$ cat src/rtl/acc_uart_tx.sv
// Accumulator trace observer: queues every change of acc_in in a small FIFO and
// transmits each queued value as an 8N1 UART frame on tx.
module acc_uart_tx #(
    parameter int CLKS_PER_BIT = 16,
    parameter int DEPTH        = 4,
    parameter int WIDTH        = 6
) (
    input  logic                     clk,
    input  logic                     rst_n,
    input  logic [WIDTH-1:0]         acc_in,
    output logic                     tx,
    output logic                     busy,
    output logic                     overflow,
    output logic [$clog2(DEPTH):0]   fifo_count
);
    localparam int AW = $clog2(DEPTH);
    localparam int CW = AW + 1;
    localparam int TW = $clog2(CLKS_PER_BIT);
    localparam logic [CW-1:0] FULL_CNT = CW'(DEPTH);
    localparam logic [TW-1:0] TMAX     = TW'(CLKS_PER_BIT - 1);

    typedef enum logic [1:0] {IDLE, START, DATA, STOP} state_t;

    state_t            state_q, state_d;
    logic [WIDTH-1:0]  prev_acc_q;
    logic [AW-1:0]     wr_ptr_q, wr_ptr_d;
    logic [AW-1:0]     rd_ptr_q, rd_ptr_d;
    logic [CW-1:0]     count_q, count_d;
    logic              overflow_q, overflow_d;
    logic [TW-1:0]     timer_q, timer_d;
    logic [2:0]        bit_idx_q, bit_idx_d;
    logic [7:0]        shift_q, shift_d;
    logic              tx_q, tx_d;
    logic [7:0]        mem [DEPTH];

    logic push, pop, full, wr_en, bit_done;

    assign push     = (acc_in != prev_acc_q);
    assign pop      = (state_q == IDLE) && (count_q != '0);
    assign full     = (count_q == FULL_CNT);
    // When full, a simultaneous pop frees the head slot, so the write is still taken.
    assign wr_en    = push && (!full || pop);
    assign bit_done = (timer_q == TMAX);

    always_comb begin
        wr_ptr_d   = wr_ptr_q;
        rd_ptr_d   = rd_ptr_q;
        count_d    = count_q;
        overflow_d = overflow_q | (push & full & ~pop);
        if (wr_en) wr_ptr_d = wr_ptr_q + 1'b1;
        if (pop)   rd_ptr_d = rd_ptr_q + 1'b1;
        case ({wr_en, pop})
            2'b10:   count_d = count_q + 1'b1;
            2'b01:   count_d = count_q - 1'b1;
            default: count_d = count_q;
        endcase
    end

    always_ff @(posedge clk) begin
        if (wr_en) mem[wr_ptr_q] <= 8'(acc_in);
    end

    // State register
    always_ff @(posedge clk or negedge rst_n) begin
        if (!rst_n) begin
            state_q    <= IDLE;
            prev_acc_q <= '0;
            wr_ptr_q   <= '0;
            rd_ptr_q   <= '0;
            count_q    <= '0;
            overflow_q <= 1'b0;
            timer_q    <= '0;
            bit_idx_q  <= '0;
            shift_q    <= '0;
            tx_q       <= 1'b1;
        end else begin
            state_q    <= state_d;
            prev_acc_q <= acc_in;
            wr_ptr_q   <= wr_ptr_d;
            rd_ptr_q   <= rd_ptr_d;
            count_q    <= count_d;
            overflow_q <= overflow_d;
            timer_q    <= timer_d;
            bit_idx_q  <= bit_idx_d;
            shift_q    <= shift_d;
            tx_q       <= tx_d;
        end
    end

    // Next-state logic
    always_comb begin
        state_d = state_q;
        case (state_q)
            IDLE:    if (pop) state_d = START;
            START:   if (bit_done) state_d = DATA;
            DATA:    if (bit_done && bit_idx_q == 3'd7) state_d = STOP;
            STOP:    if (bit_done) state_d = IDLE;
            default: state_d = IDLE;
        endcase
    end

    // Output / datapath logic: tx only changes on bit boundaries
    always_comb begin
        timer_d   = timer_q;
        bit_idx_d = bit_idx_q;
        shift_d   = shift_q;
        tx_d      = tx_q;
        case (state_q)
            IDLE: begin
                if (pop) begin
                    shift_d = mem[rd_ptr_q];
                    timer_d = '0;
                    tx_d    = 1'b0;
                end
            end
            START: begin
                if (bit_done) begin
                    timer_d   = '0;
                    bit_idx_d = '0;
                    tx_d      = shift_q[0];
                end else begin
                    timer_d = timer_q + 1'b1;
                end
            end
            DATA: begin
                if (bit_done) begin
                    timer_d = '0;
                    if (bit_idx_q == 3'd7) begin
                        tx_d = 1'b1;
                    end else begin
                        shift_d   = shift_q >> 1;
                        bit_idx_d = bit_idx_q + 1'b1;
                        tx_d      = shift_q[1];
                    end
                end else begin
                    timer_d = timer_q + 1'b1;
                end
            end
            STOP: begin
                if (bit_done) timer_d = '0;
                else          timer_d = timer_q + 1'b1;
            end
            default: tx_d = 1'b1;
        endcase
    end

    assign tx         = tx_q;
    assign busy       = (state_q != IDLE) || (count_q != '0);
    assign overflow   = overflow_q;
    assign fifo_count = count_q;

endmodule

$ cat config.mk
export PLATFORM = sky130hd
export DESIGN_NAME = acc_uart_tx
export DESIGN_NICKNAME = d
export VERILOG_FILES = /design/src/rtl/acc_uart_tx.sv
export SDC_FILE = /design/constraint.sdc
export NUM_CORES = 1
export LEC_CHECK = 0
export ABC_AREA = 1
export CAP_MARGIN = 20
export CORE_MARGIN = 3
export CORE_UTILIZATION = 35
export DETAILED_ROUTE_END_ITERATION = 10
export GPL_ROUTABILITY_DRIVEN = 1
export PLACE_DENSITY = 0.58
export SLEW_MARGIN = 30
export SYNTH_ARGS = -nofsm -noshare
export SYNTH_HDL_FRONTEND = slang
export SYNTH_SLANG_ARGS = --single-unit
$ cat constraint.sdc
create_clock -name clk -period 3.6 [get_ports clk]
set_input_delay 0.72 -clock clk [delete_from_list [all_inputs] [get_ports clk]]
set_output_delay 0.72 -clock clk [all_outputs]
set_load 0.03 [all_outputs]
==> results by group <==
STA
  – Fin crit share: 75.8%
  – Max Clock Skew: approximately 0.0075 ns
  – Crit path time final: between 2 and 3 ns
  – Fin. Hold Viols: 0
  – Setup violators final: 0
  – Fmax: approximately 370 MHz
  – Slew Limit Fails: 0
  – Least-Margin Pin Slew: 0.638 ns
  – Max_slew headroom: roughly 57%
  – RSZ-0062 raised after global routing: no
  – Final setup TNS: 0 ns

Global routing
  – Grt peak-use layer: met2
  – Vias in the first global route: around 1700
  – Initial antenna violation count: 0
  – First-pass GRT wire length: 7890 microns
  – Met2 Use GR: between 10% and 20%
  – Grt met3 use: about 2.7%
  – Met1 Usage GRT: 14.9%
  – Largest net degree at the start of global routing: 31
  – GRT Util Overall: a little under an eighth
  – GR Overflow Total: 0

Detailed routing
  – Vias per cell: ~4.5
  – Post-DRT Antenna Nets: 0
  – DRC Markers: 0
  – Final wirelength: between 4000 and 5000 microns
  – WL/cell: between 10 and 15 microns
  – DRT Pass-1 Iters: 5
  – Vias: around 1700
  – Initial DRC Count: a little under 90

Clocking
  – H-tree levels: 2
  – # Post-CTS Setup Buffers: 0
  – Inserted Clock Buffers: 5
  – Resized cells post-CTS: 0
  – CTS Root Cell: clkbuf_8
  – Clock sinks: 54
  – CTS Hold Buffers Added: 0
  – Clock Latency Late Sink: ~0.30 ns
  – Worst-path clk slew: 0.09 ns
  – Max Buffers Root-to-Sink: 2
  – CTS tree: done

Floorplan
  – Ports: 14
  – CORE AREA: 7020 sq um
  – Die Height: just over 90 microns
  – Row cnt: 30
  – Initial core utilization: a little under two fifths
  – Die Footprint: between 8000 and 9000 sq um
  – Die width: 92.6 microns

Place
  – Placed cells: between 300 and 400
  – I/O Buffers: 13
  – DP HPWL: about 3200 microns
  – GP Congestion: 0.732

Synthesis
  – Post-synthesis sequential area ratio: between 50% and 60%
  – #FFs+latches synth: 54
  – Syn_nets: approximately 280
  – Mapped Avg Cell Area: 10.1 sq um
  – Post-synth ARST share: 55.6%
  – Synth top area share: 27.7%
  – Cell accounting for the most synthesized area: dfrtp_1
  – Post-synth EDFFs: 24
  – Cells after synthesis: between 200 and 300
  – Largest cells by area after synthesis: dfrtp_1, edfxtp_1, ha_1, nand2_1, inv_1
  – Most used DFF post-synth: dfrtp_1
  – Commonest cells post-synth: nand2_1, inv_1, nor2_1, dfrtp_1, edfxtp_1
  – Warnings from Yosys: 0
  – Unique masters post-synth: 35
  – Synth Cell Area: 2620 sq um
  – Most common cell in the netlist: nand2_1

Setup path
  – R2r setup slk: 1.38 ns
  – FF-to-FF path depth: 6
  – CP startpoint: state_q[1]$_DFFE_PN0P_
  – Critical Path Sink: busy
  – Critical R2R Launch: state_q[1]$_DFFE_PN0P_
  – Critical Path Source Type: flip-flop
  – Data arrival, critical path: between 2 and 2.5 ns
  – CP required: around 2.9 ns
  – Reg-to-Reg End: mem[0][0]$_DFFE_PP_
  – Type of the worst setup path: reg -> out
  – Crit-path max FO: 8
  – CP Capture Type: output port

Flow run
  – Max cap viols: 0

Layout
  – Area grow syn2layout: 12.9%
  – Share of layout cells above drive strength 1: roughly 12%
  – Nets: ~300
  – Final cell count without fillers: approximately 370
  – Antenna cells: 0

Power and ir drop
  – Lkg Pwr: between 1 and 1.5 nW
  – Power Density: ~550 nW/um^2
  – VDD IR max: roughly 0.42 mV

Hold path
  – Hold Crit Class: reg -> reg
  – Hold Crit Depth: 1

Outcome
  – Outcome: completed
[worst min-delay path by stage]
stage                             from                       end  slack (ns)
finish              overflow$_DFF_PN0_        overflow$_DFF_PN0_        0.47
global route        overflow$_DFF_PN0_        overflow$_DFF_PN0_        0.51
CTS                 overflow$_DFF_PN0_        overflow$_DFF_PN0_        0.48
detailed placement  overflow$_DFF_PN0_        overflow$_DFF_PN0_        0.45
global placement    overflow$_DFF_PN0_        overflow$_DFF_PN0_        0.46
floorplan                        rst_n  bit_idx_q[0]$_DFFE_PN0P_        0.42
[cells in the final DEF, fill, tap and decap left out, drive strengths merged, types with 4 or more instances in the layout]
| master | instances |
|---|---|
| nand2 | 41 |
| nand3 | 13 |
| a21oi | 6 |
| nand4 | 4 |
| dfrtp | 29 |
| ha | 12 |
| xor2 | 4 |
| inv | 43 |
| clkbuf | 6 |
| edfxtp | 24 |
| clkdlybuf4s50 | 13 |
| o22ai | 5 |
| nor2 | 38 |
| o21ai | 25 |
[flip-flops by register name, indices dropped and copies added, names as in the netlist]
name / flops
prev_acc_q: 6
shift_q: 6
overflow: 1
timer_q: 4
state_q: 2
fifo_count: 3
tx: 1
wr_ptr_q: 2
rd_ptr_q: 2
mem: 24
bit_idx_q: 3
[worst max-delay path, cell delays in order, from the launching register on]
cell             delay (ns)
dfrtp_1                0.43
inv_1                  0.11
ha_1                   0.29
nand3_2                0.22
clkdlybuf4s50_1        0.65
[final cells by class]
class / instances / area, sq um
clock buffer: 6 / 72.6
tap: 96 / 120
clock inverter: 2 / 38.8
sequential: 54 / 1470
timing repair buffer: 14 / 138
inverter: 43 / 161
multi-input combinational: 158 / 960
fill: 693 / 4060
[kinds of logic (layout without fill, tap and decap cells)]
logic type,Yosys count,count (layout),share of synthesized area [%]
and+or+nand+nor,98,98,17.2
DFF,54,54,56.1
buffers and inverters,48,65,7.30
AOI/OAI and AO/OA,43,43,11.5
adders and majority gates,13,13,6.49
xor gates and xnor gates,4,4,1.34
[routing by layer]
layer	share of wire [%]	vias to the layer above
met1	48	790
met5	0	-
li1	-	881
met2	48	19
met4	1.3	0
met3	3.0	6
[stage by stage]
stage,hold WS (ns),util [%],worst slack (ns),area [sq um],total power [mW]
global route,0.509,42.2,0.722,2960,1.75
detailed placement,0.449,40.6,0.891,2850,1.26
finish,0.471,42.2,0.872,2960,1.64
floorplan,0.424,-,1.72,2620,1.12
global placement,0.464,40.6,0.887,2850,1.25
CTS,0.482,42.2,0.832,2960,1.66
[power breakdown]
| part | switching (mW) | internal, mW | total [mW] |
|---|---|---|---|
| clock | 0.191 | 0.209 | 0.400 |
| sequential | 0.0584 | 0.793 | 0.851 |
| combinational | 0.251 | 0.132 | 0.384 |
| total | 0.501 | 1.13 | 1.64 |
Note: power is estimated with default switching activity, not from simulation.
